**config.mk**
```make
export PLATFORM = sky130hd
export DESIGN_NAME = mark_available_allocator
export DESIGN_NICKNAME = d
export VERILOG_FILES = /design/src/rtl/mark_available_allocator.sv
export SDC_FILE = /design/constraint.sdc
export NUM_CORES = 1
export LEC_CHECK = 0
export CAP_MARGIN = 20
export CORE_MARGIN = 4
export CORE_UTILIZATION = 54
export CTS_BUF_LIST = sky130_fd_sc_hd__clkbuf_16
export DETAILED_ROUTE_END_ITERATION = 10
export HOLD_SLACK_MARGIN = 0.1
export MAX_ROUTING_LAYER = met4
export PLACE_DENSITY = 0.86
export SLEW_MARGIN = 20
export SYNTH_ARGS = -nofsm -noshare
export SYNTH_HDL_FRONTEND = slang
export SYNTH_SLANG_ARGS = --single-unit
```
**constraint.sdc**
```tcl
create_clock -name clk -period 8.1 [get_ports clk]
set_clock_uncertainty 0.05 [all_clocks]
set_input_delay 2.025 -clock clk [delete_from_list [all_inputs] [get_ports clk]]
set_output_delay 2.025 -clock clk [all_outputs]
set_load 0.05 [all_outputs]
```
**src/rtl/mark_available_allocator.sv**
```systemverilog
// mark_available_allocator: chunked scan for the lowest free cell, reserving it and returning its handle
module mark_available_allocator #(
  parameter int NUM_CELLS  = 16,
  parameter int SCAN_WIDTH = 4,
  parameter int HANDLE_W   = 8
) (
  input  logic                 clk,
  input  logic                 reset,
  input  logic [NUM_CELLS-1:0] elt_def,
  input  logic                 req_valid,
  output logic                 req_ready,
  output logic                 resp_valid,
  input  logic                 resp_ready,
  output logic                 resp_found,
  output logic [HANDLE_W-1:0]  resp_handle,
  input  logic                 release_valid,
  input  logic [HANDLE_W-1:0]  release_handle,
  output logic [NUM_CELLS-1:0] reserved
);
  localparam int PW = HANDLE_W + 1;
  localparam logic [PW-1:0] LAST = PW'(NUM_CELLS - SCAN_WIDTH);
  typedef enum logic [1:0] {IDLE, SCAN, RESP} state_t;
  state_t state, state_n;
  logic [PW-1:0] ptr, ptr_n, hit_off, hit_idx;
  logic [SCAN_WIDTH-1:0] chunk_free;
  logic [NUM_CELLS-1:0] set_mask, rel_mask, reserved_n;
  logic [HANDLE_W-1:0] handle_n;
  logic hit, found_n, resp_valid_n;
  assign req_ready = state == IDLE;
  assign chunk_free = SCAN_WIDTH'(~((elt_def | reserved) >> ptr));
  assign hit_idx = ptr + hit_off;
  assign rel_mask = release_valid ? NUM_CELLS'(1) << release_handle : '0;
  assign reserved_n = (reserved & ~elt_def & ~rel_mask) | set_mask;
  assign resp_valid_n = state == RESP && !(resp_valid && resp_ready);
  always_comb begin
    hit = 1'b0;
    hit_off = '0;
    for (int j = SCAN_WIDTH - 1; j >= 0; j--)
      if (chunk_free[j]) begin
        hit = 1'b1;
        hit_off = PW'(j);
      end
  end
  always_comb begin
    state_n = state;
    ptr_n = ptr;
    found_n = resp_found;
    handle_n = resp_handle;
    set_mask = '0;
    if (state == IDLE && req_valid) begin
      state_n = SCAN;
      ptr_n = '0;
    end
    if (state == SCAN) begin
      if (hit) begin
        state_n = RESP;
        found_n = 1'b1;
        handle_n = HANDLE_W'(hit_idx);
        set_mask = NUM_CELLS'(1) << hit_idx;
      end else if (ptr == LAST) begin
        state_n = RESP;
        found_n = 1'b0;
        handle_n = '0;
      end else
        ptr_n = ptr + PW'(SCAN_WIDTH);
    end
    if (state == RESP && resp_valid && resp_ready) state_n = IDLE;
  end
  always_ff @(posedge clk) begin
    if (reset) begin
      state <= IDLE;
      ptr <= '0;
      reserved <= '0;
      resp_valid <= 1'b0;
      resp_found <= 1'b0;
      resp_handle <= '0;
    end else begin
      state <= state_n;
      ptr <= ptr_n;
      reserved <= reserved_n;
      resp_valid <= resp_valid_n;
      resp_found <= found_n;
      resp_handle <= handle_n;
    end
  end
endmodule

```
==> out/qor.tcl <==
set qor(power_frac_seq_pct) 38.4
set qor(slew_viol_final) 0
set qor(cts.sink_count) 37
set qor(fraction_of_layout_cells_with_a_size_suffix_above_1_pct) 6.63
set qor(ys_seq_elements) 37
set qor(netlist.area_leader.share_pct) 31.0
set qor(first_pass_grt_wire_length_um) 12000
set qor(antenna_violating_nets_post_route) 0
set qor(final_stage_net_count) 379
set qor(worstRegToRegCells) 13
set qor(timing.critical_path.arrival_ps) 6080
set qor(n_antenna_cell) 0
set qor(final.period_utilization_pct) 73.4
set qor(rsz0062_at_grt) {false}
set qor(max_clock_freq_ghz) 0.168
set qor(grt_max_degree) 35
set qor(cts-root-to-sink-buffers) 2
set qor(ys_top_cells_by_count) {sky130_fd_sc_hd__dfxtp_1, sky130_fd_sc_hd__nor2_1, sky130_fd_sc_hd__nor3_1}
set qor(synth-edff-count) 0
set qor(antenna_found_initial) 0
set qor(syn-mean-instance-area_um2) 7.96
set qor(detail_route.first_pass.iterations) 5
set qor(route.vias.total) 2675
set qor(route.detailed.wl_per_inst_um) 18.7
set qor(drc) 0
set qor(timing.critical_path.to_type) {register}
set qor(number_of_cells_produced_by_synthesis) 300
set qor(syn-num-nets) 333
set qor(pin_count) 56
set qor(power_density_nw_per_um2) 158
set qor(ctsHoldBuffers) 0
set qor(cpMaxStageDelayCell) {sky130_fd_sc_hd__fa_1}
set qor(worst-r2r-setup-slack_ps) 3320
set qor(cts_setup_buffers) 0
set qor(clock_power_share_pct) 45.5
set qor(fp.dieArea_um2) 5550
set qor(synthDistinctLibCells) 59
set qor(timing.setup.critical_path_class) {in2reg}
set qor(place.gp.congestion) 0.989
set qor(clock_insertion_delay_worst_skew_ps) 280
set qor(gate_power_share_pct) 16.1
set qor(synth_async_sr_flop_share_pct) 0
set qor(synthesis_warning_total) 0
set qor(detailedRoute.firstIterationViolations) 387
set qor(wirelength_um) 7420
set qor(clk_root_buffer_cell) {sky130_fd_sc_hd__clkbuf_16}
set qor(core_area_um2) 4140
set qor(die_boundary_height_um) 74.5
set qor(tritoncts.num_buffers) 5
set qor(finalWorstPathRequiredPeriod_ps) 5950
set qor(cap_violations) 0
set qor(hold_viol) 0
set qor(worstHoldPathCells) 2
set qor(worstReg2RegEnd) {reserved[12]}
set qor(p_sw_share_pct) 26.2
set qor(worst_slew_margin_rel_pct) 27.0
set qor(tightestPinTransition_ps) 1090
set qor(hold_start) {resp_handle[1]}
set qor(worst_ep_required_ps) 8240
set qor(tns_ps) 0
set qor(vdd.ir_drop.worst_uv) 99.5
set qor(dominant_cells_by_area_after_synthesis) {sky130_fd_sc_hd__dfxtp_1, sky130_fd_sc_hd__nor2_1, sky130_fd_sc_hd__nor3_1}
set qor(dominantRegCellSynth) {sky130_fd_sc_hd__dfxtp_1}
set qor(worstPathBufferInverterCount) 1
set qor(yosysSeqAreaShare_pct) 31.0
set qor(via_count_of_the_first_global_routing_pass) 2480
set qor(setup_viol) 0
set qor(worst_hold_path.endpoint) {resp_handle[1]}
set qor(crit_path_start_kind) {input port}
set qor(power_switching_mw) 0.129
set qor(internal_power_mw) 0.363
set qor(dr_vias_cell) 6.74
set qor(global_route.usage.total_pct) 29.0
set qor(port_buffers) 55
set qor(initial_core_util_pct) 57.6
set qor(run_status) {finished clean}
set qor(timing.critical_path.cells) {clkdlybuf4s50_1 > nor2_1 > mux4_2 > o311ai_1 > a211oi_1 > o21ai_0 > a21boi_0 > ha_1 > fa_1 > a2111oi_0 > a41oi_1 > nor3_1 > nand4_1 > o22ai_1}
set qor(timing.rr.start) {ptr[0]}
set qor(place.detailed.hpwl_um) 5330
set qor(worst_hold_margin_ps) 416
set qor(timing.critical_path.slowest_cell_delay_ps) 500
set qor(rows) 23
set qor(die_x_um) 74.5
set qor(yosys.area.top_type) {sky130_fd_sc_hd__dfxtp_1}
set qor(worst-path-max-fanout) 6
set qor(cp_top_family) {compound AO/OA/AOI/OAI gates}
set qor(cts.htree.levels) 2
set qor(synth_area_um2) 2390
set qor(cts_tree) {done}
set qor(area_growth_syn_to_layout_pct) 30.1
set qor(post_cts_resize_count) 0
set qor(worst_min_delay_path_category) {reg2reg}
set qor(grt_remaining_overflow) 0
set qor(clk_transition_reported_paths_ps) 60
set qor(total_leakage_power_nw) 1.06
[power by group through the flow]
| stage | registers (mW) | logic (mW) | clock network [mW] |
|---|---|---|---|
| CTS | 0.189 | 0.0775 | 0.223 |
| global route | 0.189 | 0.0848 | 0.234 |
| finish | 0.189 | 0.0791 | 0.223 |
| floorplan | 0.200 | 0.0376 | 0 |
| detailed placement | 0.193 | 0.0769 | 0 |
| global placement | 0.193 | 0.0761 | 0 |
[sequential cells by signal, summed over array words and instances, names as in the netlist]
signal       flops
ptr              9
state            2
resp_valid       1
resp_handle      8
reserved        16
resp_found       1
[placed cells by master, fill, tap and decap left out, drive strengths merged, types with 7 or more instances in the layout]
cell            n
a21oi           7
o21ai          27
clkdlybuf4s50  55
nand2b          9
nor2           38
nand2          20
nor3           23
nand4           7
o211ai         13
inv            12
dfxtp          37
nand3           7
[cell families after synthesis]
logic type	Yosys count	share of synthesized area, %
flops	37	31.0
simple gates	131	28.2
mux	5	3.67
buf+inv	28	4.66
fa+ha+maj	4	2.41
compound gates	86	26.7
xor+xnor	9	3.30
[layer usage]
layer,track usage [%],wire (um),up-vias
met5,-,0,-
met4,12.6,311,0
met3,9.05,803,40
met2,40.5,3270,204
met1,38.4,3040,1201
li1,-,-,1230
[area by class of cell]
class / count / area [um^2]
Inverter: 11 / 41.3
Multi-Input combinational cell: 235 / 1540
Tap cell: 50 / 62.6
Sequential cell: 37 / 741
Clock buffer: 5 / 125
Clock inverter: 3 / 42.5
Fill cell: 319 / 1040
Timing Repair Buffer: 56 / 558
[worst reg2reg max path, stage by stage, from the launching register on]
cell and delay, ps:
sky130_fd_sc_hd__dfxtp_1 900, sky130_fd_sc_hd__inv_2 240, sky130_fd_sc_hd__mux4_2 520, sky130_fd_sc_hd__o311ai_1 300, sky130_fd_sc_hd__a211oi_1 80, sky130_fd_sc_hd__o21ai_0 180, sky130_fd_sc_hd__a21boi_0 120, sky130_fd_sc_hd__ha_1 240
sky130_fd_sc_hd__fa_1 500, sky130_fd_sc_hd__a2111oi_0 490, sky130_fd_sc_hd__a41oi_1 80, sky130_fd_sc_hd__nor3_1 380, sky130_fd_sc_hd__nand4_1 330, sky130_fd_sc_hd__o22ai_1 290
[worst max-delay path by stage]
stage / cells after the start / startpoint / slack [ps] / end
after global placement: 14 / elt_def[4] / 2240 / reserved[9]
final: 14 / elt_def[8] / 2150 / reserved[12]
after global routing: 13 / elt_def[12] / 1890 / reserved[12]
after floorplan: 13 / elt_def[3] / 3090 / reserved[13]
after detailed placement: 14 / elt_def[8] / 2050 / reserved[9]
after CTS: 14 / elt_def[8] / 2280 / reserved[14]
[metrics by stage]
stage	power [mW]	utilization, %	instance area (um^2)	std cells	setup WS, ps
floorplan	0.237	-	2390	300	3090
global placement	0.269	70.9	2940	389	2240
detailed placement	0.270	70.9	2940	389	2050
CTS	0.489	74.9	3110	397	2280
global route	0.508	74.9	3110	397	1890
finish	0.491	74.9	3110	397	2150
Power figures use the tool's default switching activity.
